**src/rtl/fell_sched_pkg.sv**
```systemverilog
// Shared types and constants for the falling-edge event scheduler.
package fell_sched_pkg;

  typedef enum logic [0:0] {
    IDLE  = 1'b0,
    OFFER = 1'b1
  } state_e;

  localparam int TS_W_DEF   = 16;
  localparam int DROP_W_DEF = 8;

  function automatic int chan_w(input int n);
    return (n > 1) ? $clog2(n) : 1;
  endfunction

endpackage

```
**src/rtl/fell_sched_rr_pick.sv**
```systemverilog
// Combinational round-robin picker: first set request at or after ptr_i, wrapping.
module fell_sched_rr_pick
  import fell_sched_pkg::*;
#(
  parameter int N  = 4,
  parameter int CW = chan_w(N)
) (
  input  logic [N-1:0]  req_i,
  input  logic [CW-1:0] ptr_i,
  output logic          gnt_valid_o,
  output logic [CW-1:0] gnt_idx_o
);

  // Walk from the farthest candidate back to ptr so the closest request wins.
  always_comb begin
    int sum;
    int idx;
    gnt_valid_o = 1'b0;
    gnt_idx_o   = '0;
    sum         = 0;
    idx         = 0;
    for (int k = N - 1; k >= 0; k--) begin
      sum         = int'(ptr_i) + k;
      idx         = (sum >= N) ? (sum - N) : sum;
      gnt_valid_o = gnt_valid_o | req_i[idx];
      gnt_idx_o   = req_i[idx] ? CW'(idx) : gnt_idx_o;
    end
  end

endmodule

```
**src/rtl/fell_event_sched.sv**
```systemverilog
// Falling-edge detector with per-line pending events, round-robin onto one valid/ready channel.
// Optional dropped-event counter enabled by defining FELL_SCHED_DROP_CNT_EN.
module fell_event_sched
  import fell_sched_pkg::*;
#(
  parameter int N    = 4,
  parameter int TS_W = TS_W_DEF
`ifdef FELL_SCHED_DROP_CNT_EN
  , parameter int DROP_W = DROP_W_DEF
`endif
) (
  input  logic                  clk,
  input  logic                  rst_n,
  input  logic                  enable_i,
  input  logic [N-1:0]          sig_i,
  output logic                  evt_valid_o,
  input  logic                  evt_ready_i,
  output logic [chan_w(N)-1:0]  evt_chan_o,
  output logic [TS_W-1:0]       evt_ts_o,
  output logic [N-1:0]          pend_o
`ifdef FELL_SCHED_DROP_CNT_EN
  , output logic [DROP_W-1:0]   drop_cnt_o
`endif
);

  localparam int CW = chan_w(N);

  state_e            state_q, state_d;
  logic [N-1:0]      sig_q, sig_d;
  logic [TS_W-1:0]   ts_q, ts_d;
  logic [N-1:0]      pend_q, pend_d;
  logic [TS_W-1:0]   ts_store_q [N];
  logic [TS_W-1:0]   ts_store_d [N];
  logic [CW-1:0]     ptr_q, ptr_d;
  logic              valid_q, valid_d;
  logic [CW-1:0]     chan_q, chan_d;
  logic [TS_W-1:0]   evt_ts_q, evt_ts_d;

  logic [N-1:0]      fall;
  logic              hs;
  logic [N-1:0]      hs_vec;
  logic [CW-1:0]     ptr_hs;
  logic [N-1:0]      pick_req;
  logic [CW-1:0]     pick_ptr;
  logic              gnt_valid;
  logic [CW-1:0]     gnt_idx;

  // Edge detection, timestamp counter and per-line capture bookkeeping.
  always_comb begin
    sig_d  = sig_i;
    ts_d   = ts_q + TS_W'(1);
    fall   = sig_q & ~sig_i & {N{enable_i}};
    hs     = (state_q == OFFER) & evt_ready_i;
    ptr_hs = (chan_q == CW'(N - 1)) ? CW'(0) : (chan_q + CW'(1));
    pend_d = pend_q;
    hs_vec = '0;
    for (int i = 0; i < N; i++) begin
      ts_store_d[i] = ts_store_q[i];
      hs_vec[i]     = hs & (chan_q == CW'(i));
      if (hs_vec[i]) begin
        // A fall on the edge the line is being served restarts its event.
        pend_d[i] = fall[i];
        if (fall[i]) begin
          ts_store_d[i] = ts_q;
        end else begin
          ts_store_d[i] = ts_store_q[i];
        end
      end else if (fall[i] & ~pend_q[i]) begin
        pend_d[i]     = 1'b1;
        ts_store_d[i] = ts_q;
      end else begin
        pend_d[i]     = pend_q[i];
        ts_store_d[i] = ts_store_q[i];
      end
    end
    pick_req = (state_q == OFFER) ? pend_d : pend_q;
    pick_ptr = (state_q == OFFER) ? ptr_hs : ptr_q;
  end

  fell_sched_rr_pick #(
    .N  (N),
    .CW (CW)
  ) u_pick (
    .req_i       (pick_req),
    .ptr_i       (pick_ptr),
    .gnt_valid_o (gnt_valid),
    .gnt_idx_o   (gnt_idx)
  );

  // Channel FSM next-state: load on pick, hold while stalled, re-pick after a handshake.
  always_comb begin
    state_d  = state_q;
    valid_d  = valid_q;
    chan_d   = chan_q;
    evt_ts_d = evt_ts_q;
    ptr_d    = ptr_q;
    case (state_q)
      IDLE: begin
        if (gnt_valid) begin
          state_d  = OFFER;
          valid_d  = 1'b1;
          chan_d   = gnt_idx;
          evt_ts_d = ts_store_q[gnt_idx];
        end else begin
          state_d = IDLE;
          valid_d = 1'b0;
        end
      end
      OFFER: begin
        if (hs) begin
          ptr_d = ptr_hs;
          if (gnt_valid) begin
            state_d  = OFFER;
            valid_d  = 1'b1;
            chan_d   = gnt_idx;
            evt_ts_d = ts_store_d[gnt_idx];
          end else begin
            state_d = IDLE;
            valid_d = 1'b0;
          end
        end else begin
          state_d = OFFER;
          valid_d = 1'b1;
        end
      end
      default: begin
        state_d = IDLE;
        valid_d = 1'b0;
      end
    endcase
  end

  // All scheduler state, with registered channel outputs.
  always_ff @(posedge clk or negedge rst_n) begin
    if (!rst_n) begin
      state_q  <= IDLE;
      sig_q    <= '0;
      ts_q     <= '0;
      pend_q   <= '0;
      ptr_q    <= '0;
      valid_q  <= 1'b0;
      chan_q   <= '0;
      evt_ts_q <= '0;
      for (int i = 0; i < N; i++) begin
        ts_store_q[i] <= '0;
      end
    end else begin
      state_q  <= state_d;
      sig_q    <= sig_d;
      ts_q     <= ts_d;
      pend_q   <= pend_d;
      ptr_q    <= ptr_d;
      valid_q  <= valid_d;
      chan_q   <= chan_d;
      evt_ts_q <= evt_ts_d;
      for (int i = 0; i < N; i++) begin
        ts_store_q[i] <= ts_store_d[i];
      end
    end
  end

  assign evt_valid_o = valid_q;
  assign evt_chan_o  = chan_q;
  assign evt_ts_o    = evt_ts_q;
  assign pend_o      = pend_q;

`ifdef FELL_SCHED_DROP_CNT_EN
  localparam int DN_W = $clog2(N + 1);

  logic [N-1:0]      drop;
  logic [DN_W-1:0]   drop_num;
  logic [DROP_W:0]   drop_sum;
  logic [DROP_W-1:0] drop_cnt_q, drop_cnt_d;

  // Count lines re-falling while still pending and not being served, saturating.
  always_comb begin
    drop     = fall & pend_q & ~hs_vec;
    drop_num = '0;
    for (int i = 0; i < N; i++) begin
      drop_num = drop_num + DN_W'(drop[i]);
    end
    drop_sum   = {1'b0, drop_cnt_q} + (DROP_W + 1)'(drop_num);
    drop_cnt_d = drop_sum[DROP_W] ? {DROP_W{1'b1}} : drop_sum[DROP_W-1:0];
  end

  // Dropped-event counter register.
  always_ff @(posedge clk or negedge rst_n) begin
    if (!rst_n) begin
      drop_cnt_q <= '0;
    end else begin
      drop_cnt_q <= drop_cnt_d;
    end
  end

  assign drop_cnt_o = drop_cnt_q;
`endif

endmodule
```
**config.mk**
```make
export PLATFORM = sky130hd
export DESIGN_NAME = fell_event_sched
export DESIGN_NICKNAME = d
export VERILOG_FILES = /design/src/rtl/fell_sched_pkg.sv /design/src/rtl/fell_sched_rr_pick.sv /design/src/rtl/fell_event_sched.sv
export SDC_FILE = /design/constraint.sdc
export NUM_CORES = 1
export LEC_CHECK = 0
export BUFFER_PORTS_ARGS = -buffer_cell sky130_fd_sc_hd__buf_2
export CAP_MARGIN = 20
export CORE_MARGIN = 8
export CORE_UTILIZATION = 55
export CTS_CLUSTER_DIAMETER = 100
export DETAILED_ROUTE_END_ITERATION = 16
export PLACE_DENSITY = 0.72
export SETUP_SLACK_MARGIN = 0.05
export SYNTH_ARGS = -nofsm -noshare
export SYNTH_HDL_FRONTEND = slang
export SYNTH_HIERARCHICAL = 1
export SYNTH_SLANG_ARGS = --single-unit
```
**constraint.sdc**
```tcl
create_clock -name clk -period 4.1 [get_ports clk]
set_input_delay 0.205 -clock clk [delete_from_list [all_inputs] [get_ports clk]]
set_output_delay 0.205 -clock clk [all_outputs]
set_load 0.005 [all_outputs]
```
==> impl_metrics.csv, run 1 <==
group,metric,value,unit
yosys,yosysTopAreaCellShare,0.424,
clock_tree,cts_setup_buffers,0,
place,dp_hpwl,9270,um
route,drt_first_pass_iters,6,
worst_setup_path,crit_top_cell,"buf_4",
sta,fin_crit_sh,0.897,
floorplan,core-area,0.0114,mm^2
pwr,p_sw,2.83,mW
finish,fin_area,0.00702,mm^2
grt,antenna_found_initial,0,
route,ant_nets,0,
grt,gr-total-overflow,0,
yosys,synth_fp_nets,599,
route,wl_per_cell,19.7,um
pwr,power.leakage,3.20,nW
worst_setup_path,crit_type,"reg -> reg",
floorplan,ios,31,
clock_tree,clockRootBuffer,"clkbuf_16",
route,vias_per_cell,6.24,
place,placed_area,0.00666,mm^2
finish,diodes,0,
finish,final_util,0.615,
worst_setup_path,path_max_fanout,32,
route,drtIter0Drc,305,
finish,drive_gt1_frac,0.379,
sta,hold_slack,0.255,ns
place,port_buffers,30,
worst_setup_path,critical_path_arrival,3.95,ns
worst_setup_path,slowest_delay,0.71,ns
clock_tree,worstSkewPairLatency,0.35,ns
yosys,ys_seq_area_frac,0.424,
pwr,intPower,4.04,mW
grt,grt_pass1_wl,23700,um
pwr,p_sw_frac,0.412,
grt,grt_usage,0.197,
finish,fill_cells,931,
yosys,synth_warnings,6,
sta,finalHoldViolations,0,
floorplan,die_area,0.0154,mm^2
clock_tree,cts_buffers,9,
floorplan,rows,39,
clock_tree,h-tree-depth,3,
worst_setup_path,cp-end-kind,"flip-flop",
floorplan,initial_core_util,0.563,
run_status,status,"completed",
finish,multi_input_area,0.00344,mm^2
worst_setup_path,cpMaxStageDelayCell,"dfrtp_1",
place,place_congestion,0.807,
place,dp_slack,0.493,ns
sta,max_slew_margin,0.334,
clock_tree,cts_hold_buffers,5,
pwr,p_per_area,979,mW/mm^2
yosys,syn_inst,586,
sta,finalWorstSetupSlack,0.422,ns
yosys,synth-seq-cells,109,
yosys,synthTopCellsByArea,"dfrtp_1 42%, mux2_2 19%, nor2_1 6.2%",
floorplan,die_x,124,um
worst_setup_path,worst_setup_path_start_kind,"flip-flop",
finish,seq_area,0.00273,mm^2
route,drc_errors,0,
worst_setup_path,crit_chain,"nand3_2 -> nand2_1 -> a31oi_1 -> nand2b_1 -> a211oi_1 -> nor2_4 -> buf_4 -> nand2_2 -> buf_4 -> nor2_1 -> mux2_2 -> or4_1 -> a21oi_1",
worst_hold_path,holdCritPathClass,"in -> reg",
sta,worst_pin_slew,0.999,ns
yosys,yosysTopAreaCell,"dfrtp_1",
route,wirelength,14500,um
route,via_count,4611,
pwr,irDropWorstVdd,0.578,mV
worst_setup_path,path_delay_family,"simple AND/OR/NAND/NOR gates",
sta,drv_slew,0,
sta,finClkSkew,0.00904,ns
clock_tree,ctsResizeCount,0,
clock_tree,cts.path.max_buffers,2,
clock_tree,cts_tree,"done",
sta,max_freq,272,MHz
finish,layout.nets,604,
job,drv_cap,0,
finish,syn2layout_area_growth,9.08,%
pwr,pwr-share-comb,0.648,
clock_tree,path_clk_slew,0.07,ns
sta,final-setup-viol-count,0,
yosys,yosys.cell_types.count,39,
pwr,clkPwrFrac,0.131,
worst_setup_path,crit_buf_inv,2,
sta,min_period,3.68,ns
yosys,synth.cell_area,0.00643,mm^2
pwr,seqPwrFrac,0.222,
grt,grt_pass1_vias,4570,
sta,rsz0062_at_grt,"no",
yosys,avgSynthCellArea,11.0,um^2
clock_tree,cts_sinks,109,
grt,grt_max_degree,47,
sta,fin_tns_setup,0,ns
floorplan,fp.dieH,124,um
worst_setup_path,worstPathRequired,4.37,ns
Yosys cell counts, drive strengths merged:
library cell  number
xor2               4
and2               2
inv                3
xnor2             10
buf               37
nor2             106
or4               16
a21oi             21
a211oi             2
mux2i              1
a31oi              4
nand2             18
ha                 5
mux2             132
and4               1
nand4              3
nand3              8
clkbuf            21
nor3              32
o21ai              2
nor3b              1
and3               5
o22ai             16
nand3b             4
mux4              16
dfrtp            109
nand2b             7
power groups by stage:
stage	Combinational, mW	Sequential (mW)	Clock (mW)
floorplan	3.47	1.49	0
global route	4.84	1.55	0.956
CTS	4.44	1.52	0.911
finish	4.45	1.52	0.899
detailed placement	4.40	1.54	0
global placement	4.21	1.52	0
cell usage in the layout, fill, tap and decap left out, drive strengths merged, types with 7 or more instances in the layout:
master	netlist	final
mux4	16	16
nand2	18	18
dfrtp	109	109
nor2	106	106
a21oi	21	21
buf	37	47
xnor2	10	10
nand2b	7	7
clkbuf	21	13
nor3	32	32
o22ai	16	16
mux2	132	132
nand3	8	8
or4	16	16
worst paths after layout:
kind / start / end / slack [ns] / depth (start not counted)
setup / recovery: evt_valid_o / evt_ts_o[0] / 0.42 / 13
hold / removal: evt_ready_i / evt_valid_o / 0.26 / 3
setup reg to reg: evt_valid_o / evt_ts_o[0] / 0.42 / 13
hold reg to reg: ptr_q[0] / ptr_q[0] / 0.52 / 1
max in group asynchronous: rst_n / evt_ts_o[8] / 2.81 / 3
min in group asynchronous: rst_n / ts_q[3] / 0.35 / 2
worst min-delay path: cells and delay by family:
family	cells	cell delay [ns]
and+or+nand+nor	2	0.19
buffers and inverters	1	0.17
registers in the layout, indices dropped and copies added (netlist names):
register     flops
ts_q            16
evt_ts_o        16
evt_chan_o       2
ts_store_q      64
ptr_q            2
evt_valid_o      1
sig_q            4
pend_o           4
per-stage QoR:
step,std cells,power (mW)
finish,739,6.87
global placement,718,5.73
CTS,739,6.87
floorplan,586,4.96
global route,739,7.35
detailed placement,718,5.93
layer usage:
metal / global-route usage / wire [um]
met5: 0 / 0
met4: 0.0781 / 232
met3: 0.0317 / 764
met2: 0.308 / 7030
met1: 0.270 / 6510
area by class of cell:
class / instances / area share
Tap cell: 143 / 0.0255
Clock inverter: 3 / 0.00624
Clock buffer: 13 / 0.0371
Inverter: 3 / 0.00160
Sequential cell: 109 / 0.389
Timing Repair Buffer: 52 / 0.0506
Multi-Input combinational cell: 416 / 0.490
cells by family (layout without fill, tap and decap cells):
family | count (synthesis) | after routing | share of synthesized area
buffers and inverters | 61 | 71 | 0.0471
and+or+nand+nor | 203 | 203 | 0.155
adders and majority gates | 5 | 5 | 0.00972
AOI/OAI and AO/OA | 45 | 45 | 0.0498
DFF | 109 | 109 | 0.424
xor gates and xnor gates | 14 | 14 | 0.0191
muxes | 149 | 149 | 0.296
No activity file was read; power rests on OpenSTA's default activity.
==> run 2: changes to the inputs <==
Settings changed: ABC_AREA set to 1.
==> impl_metrics.csv, run 2 <==
group,metric,value,unit
sta,max_slew_margin,0.359,
sta,max_freq,296,MHz
yosys,post-synth-top-count-cell,"nand2_1",
yosys,synth_fp_nets,963,
yosys,synth_edf_count,0,
sta,fin_tns_setup,0,ns
finish,final_common_cell,"nand2_1",
route,drtIter0Drc,790,
worst_setup_path,worst_setup_path_start_kind,"flip-flop",
finish,largest_reg_flops,64,
floorplan,fp.dieH,125,um
yosys,synthArstFlopShare,1.00,
finish,final_cell_mix,"315 x nand2_1, 193 x nand3_1, 109 x dfrtp_1",
finish,layout.nets,980,
floorplan,initial_core_util,0.554,
yosys,avgSynthCellArea,6.88,um^2
worst_setup_path,reg2reg_slack,0.73,ns
route,drt_first_pass_iters,6,
finish,syn2layout_area_growth,9.32,%
grt,gr-total-overflow,0,
clock_tree,h-tree-depth,3,
floorplan,rows,40,
yosys,synth_warnings,6,
clock_tree,worstSkewPairLatency,0.36,ns
clock_tree,cts.path.max_buffers,2,
run_status,status,"completed",
worst_hold_path,holdCritPathClass,"in -> reg",
grt,grt_max_degree,67,
place,dp_hpwl,12900,um
sta,final-setup-viol-count,0,
yosys,yosysTopAreaCell,"dfrtp_1",
sta,min_period,3.37,ns
job,drv_cap,0,
worst_setup_path,worstPathRequired,4.35,ns
yosys,ys_seq_area_frac,0.417,
sta,drv_slew,0,
yosys,yosys.cell_types.count,28,
finish,seq_area,0.00273,mm^2
floorplan,ios,31,
route,via_count,6461,
place,port_buffers,30,
worst_setup_path,cpMaxStageDelayCell,"dfrtp_1",
finish,multi_input_area,0.00324,mm^2
grt,grt_pass1_wl,32000,um
yosys,syn_inst,950,
sta,finClkSkew,0.0103,ns
grt,grt_pass1_vias,5936,
grt,antenna_found_initial,0,
worst_setup_path,cp-end-kind,"flip-flop",
route,drc_errors,0,
route,wl_per_cell,17.9,um
worst_setup_path,crit_top_cell,"nand2_1",
grt,grt_usage,0.256,
yosys,yosys-top-cells-count,"315 x nand2_1, 193 x nand3_1, 109 x dfrtp_1",
worst_setup_path,slowest_delay,0.43,ns
yosys,yosysTopAreaCellShare,0.417,
worst_setup_path,crit_chain,"inv_1 -> ha_1 -> nand3_2 -> nand2_2 -> nand2_1 -> nand2_1 -> o21ai_0 -> nand2_1 -> o21ai_2 -> nor2_1 -> nor2_1 -> nand3_1 -> nand2_1 -> inv_2 -> buf_12 -> a21oi_1 -> o21ai_0 -> o21ai_0 -> o21ai_0 -> inv_1 -> nand2_1 -> nand2_1",
floorplan,die_area,0.0156,mm^2
yosys,synthTopCellsByArea,"dfrtp_1 42%, nand2_1 18%, nand3_1 15%",
worst_setup_path,crit_type,"reg -> reg",
floorplan,die_x,125,um
finish,diodes,0,
yosys,synth.cell_area,0.00654,mm^2
finish,fill_cells,1065,
finish,drive_gt1_frac,0.0887,
finish,top_register,"ts_store_q",
floorplan,core-area,0.0118,mm^2
clock_tree,cts_buffers,9,
worst_setup_path,path_max_fanout,66,
route,ant_nets,0,
sta,fin_crit_sh,0.823,
place,place_congestion,0.877,
sta,worst_pin_slew,0.959,ns
yosys,synthFlopType,"dfrtp_1",
sta,finalHoldViolations,0,
clock_tree,cts_tree,"done",
yosys,synth-seq-cells,109,
clock_tree,cts_sinks,109,
worst_setup_path,critical_path_arrival,3.63,ns
clock_tree,path_clk_slew,0.07,ns
route,vias_per_cell,5.78,
clock_tree,cts_setup_buffers,0,
route,wirelength,20000,um
sta,rsz0062_at_grt,"no",
clock_tree,clockRootBuffer,"clkbuf_16",
## run 2: changes by cell type after synthesis, moves of 21 or more
cell,delta
nand2_1,+298
nand3_1,+188
nor3_1,-29
nor2_1,-80
inv_1,+88
mux2_2,-106
o21ai_0,+67
o211ai_1,+21
## run 2: final cells by class
| cell class | instances | area share |
|---|---|---|
| multi-input combinational | 694 | 0.453 |
| sequential | 109 | 0.382 |
| inverter | 98 | 0.0518 |
| timing repair buffer | 55 | 0.0511 |
| clock buffer | 12 | 0.0359 |
| tap | 147 | 0.0257 |
| clock inverter | 2 | 0.00140 |
## run 2: final timing paths
check / endpoint / depth (start not counted) / start
worst max-delay path: evt_ts_o[13] / 22 / evt_chan_o[0]
worst min-delay path: evt_valid_o / 2 / evt_ready_i
worst max register to register: evt_ts_o[13] / 22 / evt_chan_o[0]
worst min register to register: evt_ts_o[14] / 2 / evt_ts_o[14]
max in group asynchronous: evt_ts_o[11] / 3 / rst_n
min in group asynchronous: ts_store_q[63] / 2 / rst_n
## run 2: through the flow
step,hold slack (ns),cells,area (um^2),utilization,worst slack (ns)
floorplan,-0.0906,950,6540,-,0.879
global placement,0.283,1098,6830,0.578,0.822
detailed placement,0.289,1098,6830,0.578,0.817
CTS,0.160,1117,7150,0.605,0.807
global route,0.179,1117,7150,0.605,0.394
finish,0.163,1117,7150,0.605,0.725
## run 2: cell families (layout without fill, tap and decap cells)
kind of cell / count (synthesis) / after routing / synth area share
fa+ha+maj: 5 / 5 / 0.00957
simple gates: 555 / 555 / 0.367
xor+xnor: 11 / 11 / 0.0147
flops: 109 / 109 / 0.417
buf+inv: 147 / 167 / 0.0882
compound gates: 123 / 123 / 0.104
## run 2: layer usage
layer  vias up  GRT usage  wire length (um)
met3        40     0.0629              1780
met1      2973      0.329              8570
met5         -          0                 0
li1       3123          -                 -
met4         0     0.0888               459
met2       325      0.414              9190
## run 2: worst max-delay path, delay by kind of cell (launching register included)
family / cells / cell delay, ns
compound gates: 6 / 0.63
simple gates: 11 / 1.30
flops: 1 / 0.43
fa+ha+maj: 1 / 0.17
buf+inv: 4 / 0.69
## run 2: repair_timing
item | in CTS | in global routing
hold endpoints to repair | 51 | 0
hold buffers | 5 | 0
endpoints found under the setup margin | 0 | 0
resized for setup | 0 | 0
Power of run 2 is not shown: default switching activity piles up to over one toggle a cycle in this logic, so the estimate is an artifact.
